[src/rtl/dsm_sched_pkg.sv]
// Shared state type, ternary sign encodings and the sign decision for the
// time-multiplexed delta-sigma channel scheduler.
package dsm_sched_pkg;

   typedef enum logic [1:0] {IDLE, RUN, DRAIN, CLEAR} state_t;

   localparam logic [1:0] SIGN_POS  = 2'b01;
   localparam logic [1:0] SIGN_ZERO = 2'b00;
   localparam logic [1:0] SIGN_NEG  = 2'b11;

   // Callers sign-extend their sum to 32 bits before calling.
   function automatic logic [1:0] ternary_sign(input logic signed [31:0] sum);
      if (sum == 0) begin
         return SIGN_ZERO;
      end else if (sum[31]) begin
         return SIGN_NEG;
      end else begin
         return SIGN_POS;
      end
   endfunction

endpackage

[src/rtl/dsm_rr_arbiter.sv]
// Round-robin arbiter: grants the first requester after ptr, wrapping.
// Purely combinational; the caller owns and updates the pointer.
module dsm_rr_arbiter #(
   parameter int unsigned NUM_CH = 4,
   parameter int unsigned CH_W   = $clog2(NUM_CH)
) (
   input  logic [NUM_CH-1:0] req,
   input  logic [CH_W-1:0]   ptr,
   output logic [NUM_CH-1:0] grant,
   output logic [CH_W-1:0]   idx
);

   logic [CH_W-1:0] cand;
   logic            found;

   always_comb begin
      grant = '0;
      idx   = '0;
      found = 1'b0;
      cand  = '0;
      // NUM_CH is a power of two, so the index wraps by truncation.
      for (int unsigned i = 1; i <= NUM_CH; i++) begin
         cand = ptr + CH_W'(i);
         if (!found && req[cand]) begin
            grant[cand] = 1'b1;
            idx         = cand;
            found       = 1'b1;
         end
      end
   end

endmodule

[src/rtl/dsm_channel_scheduler.sv]
// Shares one first-order ternary noise shaper across NUM_CH channels with a
// per-channel error file. Define DSM_ERR_SAT_EN to clamp the error and add sat_flag.
module dsm_channel_scheduler #(
   parameter int unsigned NUM_CH    = 4,
   parameter int unsigned IN_WIDTH  = 13,
   parameter int unsigned FRAC_BITS = 9,
   parameter int unsigned CH_W      = $clog2(NUM_CH)
) (
   input  logic                         clk,
   input  logic                         rst,
   input  logic                         enable,
   input  logic                         clear,
   input  logic [NUM_CH-1:0]            req_valid,
   input  logic [NUM_CH*IN_WIDTH-1:0]   req_data,
   output logic [NUM_CH-1:0]            req_ready,
   output logic                         out_valid,
   input  logic                         out_ready,
   output logic [CH_W-1:0]              out_ch,
   output logic [1:0]                   out_sign,
`ifdef DSM_ERR_SAT_EN
   output logic                         sat_flag,
`endif
   output logic                         busy
);

   import dsm_sched_pkg::*;

   localparam int unsigned SW = IN_WIDTH + 2;
   localparam logic signed [SW-1:0] Step   = SW'(2 ** FRAC_BITS);
   localparam logic signed [SW-1:0] ErrMax = SW'(2 ** (IN_WIDTH - 1) - 1);
   localparam logic signed [SW-1:0] ErrMin = -ErrMax - SW'(1);

   state_t                     state_q, state_d;
   logic [CH_W-1:0]            cnt_q, ptr_q, win_idx;
   logic [NUM_CH-1:0]          win_grant;
   logic signed [IN_WIDTH-1:0] err_q [NUM_CH];
   logic                       can_grant, xfer;
   logic signed [IN_WIDTH-1:0] sel_data, sel_err, new_err;
   logic signed [IN_WIDTH:0]   sum;
   logic signed [SW-1:0]       sum_ext, full;
   logic [1:0]                 sign;

   dsm_rr_arbiter #(
      .NUM_CH (NUM_CH),
      .CH_W   (CH_W)
   ) u_arb (
      .req   (req_valid),
      .ptr   (ptr_q),
      .grant (win_grant),
      .idx   (win_idx)
   );

   assign can_grant = (state_q == RUN) && (!out_valid || out_ready);
   assign req_ready = can_grant ? win_grant : '0;
   assign xfer      = can_grant && (|req_valid);
   assign busy      = (state_q == DRAIN) || (state_q == CLEAR);

   assign sel_data = req_data[win_idx*IN_WIDTH +: IN_WIDTH];
   assign sel_err  = err_q[win_idx];
   assign sum      = {sel_data[IN_WIDTH-1], sel_data} + {sel_err[IN_WIDTH-1], sel_err};
   assign sum_ext  = SW'(sum);
   assign sign     = ternary_sign(32'(sum));

   always_comb begin
      full = sum_ext;
      case (sign)
         SIGN_POS: full = sum_ext - Step;
         SIGN_NEG: full = sum_ext + Step;
         default:  full = sum_ext;
      endcase
   end

`ifdef DSM_ERR_SAT_EN
   logic sat_hit;

   always_comb begin
      sat_hit = 1'b0;
      new_err = full[IN_WIDTH-1:0];
      if (full > ErrMax) begin
         new_err = ErrMax[IN_WIDTH-1:0];
         sat_hit = 1'b1;
      end else if (full < ErrMin) begin
         new_err = ErrMin[IN_WIDTH-1:0];
         sat_hit = 1'b1;
      end
   end

   always_ff @(posedge clk or negedge rst) begin
      if (!rst) begin
         sat_flag <= 1'b0;
      end else if (state_d == CLEAR && state_q != CLEAR) begin
         sat_flag <= 1'b0;
      end else if (xfer && sat_hit) begin
         sat_flag <= 1'b1;
      end
   end
`else
   assign new_err = full[IN_WIDTH-1:0];
`endif

   // clear wins over everything except an in-progress wipe.
   always_comb begin
      state_d = state_q;
      if (clear && state_q != CLEAR) begin
         state_d = DRAIN;
      end else begin
         case (state_q)
            IDLE:    if (enable) state_d = RUN;
            RUN:     if (!enable) state_d = IDLE;
            DRAIN:   if (!out_valid || out_ready) state_d = CLEAR;
            CLEAR:   if (cnt_q == CH_W'(NUM_CH - 1)) state_d = IDLE;
            default: state_d = IDLE;
         endcase
      end
   end

   always_ff @(posedge clk or negedge rst) begin
      if (!rst) begin
         state_q   <= IDLE;
         cnt_q     <= '0;
         ptr_q     <= CH_W'(NUM_CH - 1);
         out_valid <= 1'b0;
         out_ch    <= '0;
         out_sign  <= SIGN_ZERO;
      end else begin
         state_q <= state_d;
         cnt_q   <= (state_q == CLEAR) ? cnt_q + CH_W'(1) : '0;
         if (xfer) begin
            ptr_q     <= win_idx;
            out_valid <= 1'b1;
            out_ch    <= win_idx;
            out_sign  <= sign;
         end else if (out_ready) begin
            out_valid <= 1'b0;
         end
      end
   end

   // Writing at the grant edge lets the same channel win again next cycle.
   always_ff @(posedge clk or negedge rst) begin
      if (!rst) begin
         for (int unsigned i = 0; i < NUM_CH; i++) err_q[i] <= '0;
      end else if (xfer) begin
         err_q[win_idx] <= new_err;
      end else if (state_q == CLEAR) begin
         err_q[cnt_q] <= '0;
      end
   end

endmodule

[config.mk]
export PLATFORM = sky130hd
export DESIGN_NAME = dsm_channel_scheduler
export DESIGN_NICKNAME = d
export VERILOG_FILES = /design/src/rtl/dsm_sched_pkg.sv /design/src/rtl/dsm_rr_arbiter.sv /design/src/rtl/dsm_channel_scheduler.sv
export SDC_FILE = /design/constraint.sdc
export NUM_CORES = 1
export LEC_CHECK = 0
export CAP_MARGIN = 20
export CORE_MARGIN = 2
export CORE_UTILIZATION = 55
export DETAILED_ROUTE_END_ITERATION = 8
export GPL_TIMING_DRIVEN = 0
export PLACE_DENSITY = 0.9
export SYNTH_ARGS = -nofsm -noshare
export SYNTH_HDL_FRONTEND = slang
export SYNTH_SLANG_ARGS = --single-unit
[constraint.sdc]
create_clock -name clk -period 9.4 [get_ports clk]
set_input_delay 1.88 -clock clk [delete_from_list [all_inputs] [get_ports clk]]
set_output_delay 1.88 -clock clk [all_outputs]
set_load 0.02 [all_outputs]
======== After elaboration in Yosys (flattened, before gate mapping) ========
Index checks and enable logic that the tools add are counted.
cells by class
  equal/unequal tests ..................... 11
  reductions and logical operators ........ 24
  bitwise logic cells ..................... 7
  magnitude comparators ................... 12
  shift operators ......................... 1
  $mul .................................... 1
  add/sub/neg operators ................... 7
  multiplexer cells ....................... 50
operator list
  kind                    count
  $mux 52                 2
  $and 52x52->52          1
  $bwmux 52               1
  $demux 13 s2            2
  $mux 13                 4
  $not 52->52             1
  $shiftx 52x7->13        1
  $logic_not 32->1        1
  $bmux 13 s2             1
  $pmux 13 s2             1
  $mux 2                  12
  $mux 4                  5
  $add 13x13->14          1
  $add 13x11->13 const B  1
  $mux 1                  13
  $sub 13x11->13 const B  1
  $logic_and 1x1->1       12
  $lt 2x3->1 const B      4
  $or 4x4->4              3
  $bmux 1 s2              4
  $demux 1 s2             4
  $eq 2x2->1 const B      4
  $ge 2x1->1 const B      4
  $pmux 2 s4              1
  other kinds (16)        29
storage, ports and cells
  output and inout bits ................... 10
  word-level logic and storage cells ...... 123
  register bits after elaboration ......... 63

======== Logic depth before layout (Yosys ltp) ========
Gate-level depths: netlist (run 1).
  word-level depth ........................ 24
  gate-level depth with buffers ........... 26

======== By module ========
Synthesis (run 1) repeated with hierarchy kept, for this count alone.
unflattened totals
  cell total of the unflattened synthesis .. 404
  area total of the unflattened synthesis .. 4480.5 um^2
by module, submodules not included
  module                 cells each  times used  area an instance (um^2)  sequential area each (um^2)
  dsm_channel_scheduler  336         1           3935.0                   1579.0
  dsm_rr_arbiter         68          1           545.5                    0.0

======== Least setup slack after synthesis (run 1) ========
No wires, ideal clock.
  path kind ............................... input port to flip-flop
  from .................................... input req_valid[3]
  to ...................................... register out_sign[0]
  arrival time ............................ 6.607 ns
  data required time ...................... 9.275 ns
  path slack .............................. 2.669 ns
  stages on the path ...................... 22
  setup time .............................. 0.125 ns
  buffers on the path ..................... 4
  cells stage by stage .................... or3b_1 -> a2111o_1 -> nand4_2 -> and2_4 -> buf_6 -> buf_8 -> mux4_2 -> ha_1 -> clkbuf_1 -> and3_1 -> a221o_1 -> a211o_1 -> a21oi_1 -> xnor2_1 -> inv_1 -> ha_1 -> nand3_1 -> nor4_2 -> nand4b_2 -> or2_1 -> buf_4 -> mux2_2
on the way
  cells in the longest elaborated chain, start to end .. 19
  elaborated cells between the ends (all ways) .. 32
RTL lines
  what                                                                 RTL line                      RTL
  start: declaration                                                   dsm_channel_scheduler.sv:13   input logic [NUM_CH-1:0] req_valid,
  parallel branches: the longest is 19 deep, another holds $bmux 1 s2  -
  end signal: assignment                                               dsm_channel_scheduler.sv:132  out_sign <= sign;
  end: declaration                                                     dsm_channel_scheduler.sv:19   output logic [1:0] out_sign,
Several ways; the timed one is not identified. The select of a mux whose other input is x is not followed.
A chain may end at the register's enable or synchronous reset.

======== Final worst setup path (run 1) ========
  from .................................... input req_valid[2]
  to ...................................... register err_q[37] (netlist bit)
on the way
  cells in the longest elaborated chain, start to end .. 23
  elaborated cells between the ends (all ways) .. 46
RTL lines
  what                                                                 RTL line                      RTL
  parallel branches: the longest is 23 deep, another holds $bmux 1 s2  -
  end signal: indexed assignment                                       dsm_channel_scheduler.sv:144  err_q[win_idx] <= new_err;
  end: declaration                                                     dsm_channel_scheduler.sv:36   logic signed [IN_WIDTH-1:0] err_q [NUM_CH];
Several ways; the timed one is not identified. The select of a mux whose other input is x is not followed.

==> results of run 1 <==
## worst min-delay path, cell delays in order (launching register included)
cell	delay (ns)
dfrtp_1	0.35
nand2_1	0.05
o21ai_0	0.06
## worst paths after layout
| path | slack [ns] | end | cells past startpoint | start |
|---|---|---|---|---|
| setup / recovery | 1.44 | err_q[37] | 22 | req_valid[2] |
| hold / removal | 0.49 | err_q[33] | 2 | err_q[33] |
| setup reg to reg | 2.14 | err_q[37] | 25 | ptr_q[0] |
| hold reg to reg | 0.49 | err_q[33] | 2 | err_q[33] |
| max in group asynchronous | 7.14 | ptr_q[1] | 2 | rst |
| min in group asynchronous | 1.55 | err_q[21] | 1 | rst |
## kinds of logic after synthesis
kind of cell	after synthesis	synth area share [%]
xor+xnor	9	1.73
compound gates	118	19.1
simple gates	127	14.8
buf+inv	37	4.53
flops	63	34.6
mux	38	16.6
fa+ha+maj	30	8.56
## through the flow
| stage | utilization [%] | instance area (um^2) | cells |
|---|---|---|---|
| 2_1_floorplan | - | 4560 | 422 |
| 3_3_place_gp | 66.3 | 5390 | 597 |
| 3_5_place_dp | 66.5 | 5410 | 598 |
| 4_1_cts | 69.0 | 5620 | 614 |
| 5_1_grt | 69.0 | 5620 | 614 |
| 6_report | 69.0 | 5620 | 614 |
## routing by layer
metal / wire [um] / track usage [%]
met1: 4880 / 35.8
met2: 6620 / 49.3
met5: 0 / 0
met4: 432 / 14.4
met3: 995 / 6.17
## layout make-up
| class | count | share of cell area (%) |
|---|---|---|
| Tap cell | 105 | 2.34 |
| Clock inverter | 4 | 0.958 |
| Timing Repair Buffer | 71 | 12.7 |
| Sequential cell | 63 | 28.1 |
| Buffer | 25 | 2.87 |
| Clock buffer | 12 | 2.76 |
| Multi-Input combinational cell | 322 | 49.4 |
| Inverter | 12 | 0.802 |
## flip-flops by register name, summed over array words and instances (netlist names)
name	cells
err_q	52
out_sign	2
out_ch	2
state_q	2
cnt_q	2
ptr_q	2
out_valid	1
## synth_stat cells (3+ instances only)
master | number | share of area (%)
a2111oi_0 | 3 | 0.58
a211o_1 | 3 | 0.58
a211oi_1 | 4 | 0.66
a21o_1 | 5 | 0.82
a21oi_1 | 14 | 1.5
a221oi_1 | 6 | 1.2
a22o_1 | 13 | 2.5
a22oi_1 | 4 | 0.66
a31oi_1 | 3 | 0.41
a32o_1 | 6 | 1.3
and2_1 | 3 | 0.41
and3_1 | 9 | 1.2
buf_2 | 6 | 0.66
buf_4 | 5 | 0.82
buf_6 | 4 | 0.99
clkbuf_1 | 9 | 0.74
dfrtp_1 | 61 | 33
ha_1 | 28 | 7.7
inv_1 | 12 | 0.99
mux2i_1 | 7 | 1.5
mux4_2 | 29 | 14
nand2_1 | 53 | 4.4
nand3_1 | 14 | 1.5
nand3b_1 | 3 | 0.49
nor2_1 | 17 | 1.4
nor2b_1 | 3 | 0.41
nor3_1 | 4 | 0.44
o211ai_1 | 10 | 1.6
o21ai_0 | 24 | 2.6
o21ai_1 | 5 | 0.55
xnor2_1 | 7 | 1.3
==> flow_metrics.py, run 1 <==
metrics = {
    "synthesis": {
        "yosys_warnings": 0,
        "synth_edf_count": 0,
        "ys_seq_area_share_pct": 34.6,
        "avgSynthCellArea_um2": 10.8,
        "synthArstFlopShare_pct": 100,
        "syn_inst": 422,
        "ys_seq_elements": 63,
        "syn-cell-area_um2": 4560,
        "synth_top_flop_cell": "dfrtp_1",
        "ys_types": 69,
        "syn_nets": 513,
    },
    "layout": {
        "num-nets-final": 595,
        "final-seq-area_um2": 1580,
        "final_common_cell": "clkdlybuf4s50_1",
        "final_cell_mix": "clkdlybuf4s50_1 (69), dfrtp_1 (61), nand2_1 (53)",
        "multi_input_area_um2": 2770,
        "diodes": 0,
        "layout-drive-gt1-share_pct": 16.5,
        "nFillCells": 573,
        "area_growth_pct": 23.2,
    },
    "timing": {
        "finalMaxSlewViolations": 0,
        "rsz0062_at_grt": "false",
        "max-slew-margin-rel_pct": 53.2,
        "timing.final.crit_share_pct": 84.6,
        "setup-tns-final_ns": 0,
        "fmax_ghz": 0.126,
        "hold_viol_final": 0,
        "worst_slack_ns": 1.44,
        "fin_crit_ns": 7.96,
        "whs_ns": 0.489,
        "worstMarginPinSlew_ns": 0.701,
        "setup_viol": 0,
        "final.setup_skew_ns": 0.00991,
    },
    "critical_path": {
        "critical_path_class": "input pin to register",
        "critPathSlowestCell": "clkdlybuf4s50_1",
        "crit_required_ns": 9.64,
        "start_kind": "input pin",
        "arrival_ns": 8.19,
        "cpPeakStageDelay_ns": 0.57,
        "cp_top_family": "simple AND/OR/NAND/NOR gates",
        "cp_max_fo": 10,
        "cp-end-kind": "register",
        "critPathBufInv": 4,
        "cp_cell_sequence": "clkdlybuf4s50_1, or3b_1, a2111o_1, nand4_2, and2_4, buf_6, buf_8, mux4_2, ha_1, o21ai_0, and2_1, nor2_1, a211o_1, nand2_1, a21oi_1, ha_1, nand3_1, nor4_2, nand4b_2, or2_1, buf_4, a32o_1",
        "critPathMostFrequentCell": "ha_1",
    },
    "floorplanning": {
        "die_h_um": 95.1,
        "rows": 33,
        "fp.dieW_um": 95.1,
        "core_area_um2": 8130,
        "dieArea_um2": 9030,
        "ios": 71,
        "start_util_pct": 56.1,
    },
    "drt": {
        "first_pass_iters": 5,
        "via_count": 4101,
        "drtAntennaViolNets": 0,
        "drtIter0Drc": 379,
        "drc": 0,
        "totalWireLength_um": 12900,
        "wl_per_cell_um": 21.0,
        "vias_per_cell": 6.68,
    },
    "grt": {
        "grt_usage_pct": 29.3,
        "grt_pass1_vias": 4121,
        "grt-ovfl-total": 0,
        "grt_pass1_wl_um": 19900,
        "antenna_found_initial": 0,
        "grt_max_degree": 38,
    },
    "placement": {
        "place_hpwl_um": 9280,
        "routabilityCongestion": 0.894,
        "dp_slack_ns": 1.20,
        "port_buffers": 70,
    },
    "clocking": {
        "path_clk_slew_ns": 0.07,
        "ctsLongestPathBuffers": 2,
        "post_cts_buffers": 0,
        "cts_max_level": 3,
        "clock_latency_ns": 0.35,
        "cts_hold_buf": 0,
        "cts-resized-gates": 0,
        "cts_buffers": 9,
        "cts_tree": "yes",
        "clkSinkCount": 63,
        "clockRootBuffer": "clkbuf_8",
    },
    "flow_run": {
        "maxCapViolCount": 0,
    },
    "run_status": {
        "outcome": "finished clean",
    },
    "worst_hold_path": {
        "worstHoldPathType": "register to register",
    },
}
Power of run 1 is left out: the tool's default activity adds up to more than one toggle a clock period on the data nets, which glitch-free logic cannot reach.
==> run 2, diff against run 1 <==
==> constraint.sdc (replaced) <==
create_clock -name clk -period 8.2 [get_ports clk]
set_input_delay 1.64 -clock clk [delete_from_list [all_inputs] [get_ports clk]]
set_output_delay 1.64 -clock clk [all_outputs]
set_load 0.02 [all_outputs]
==> results of run 2 <==
Same layout as run 1 (identical final DEF). Status: finished clean.
Among the figures that moved: setup slack after placement 1.20 ns -> 0.240 ns; setup slack after layout 1.44 ns -> 0.483 ns; register-to-register setup slack 2.14 ns -> 0.94 ns
Power of run 2 is left out for the same reason.
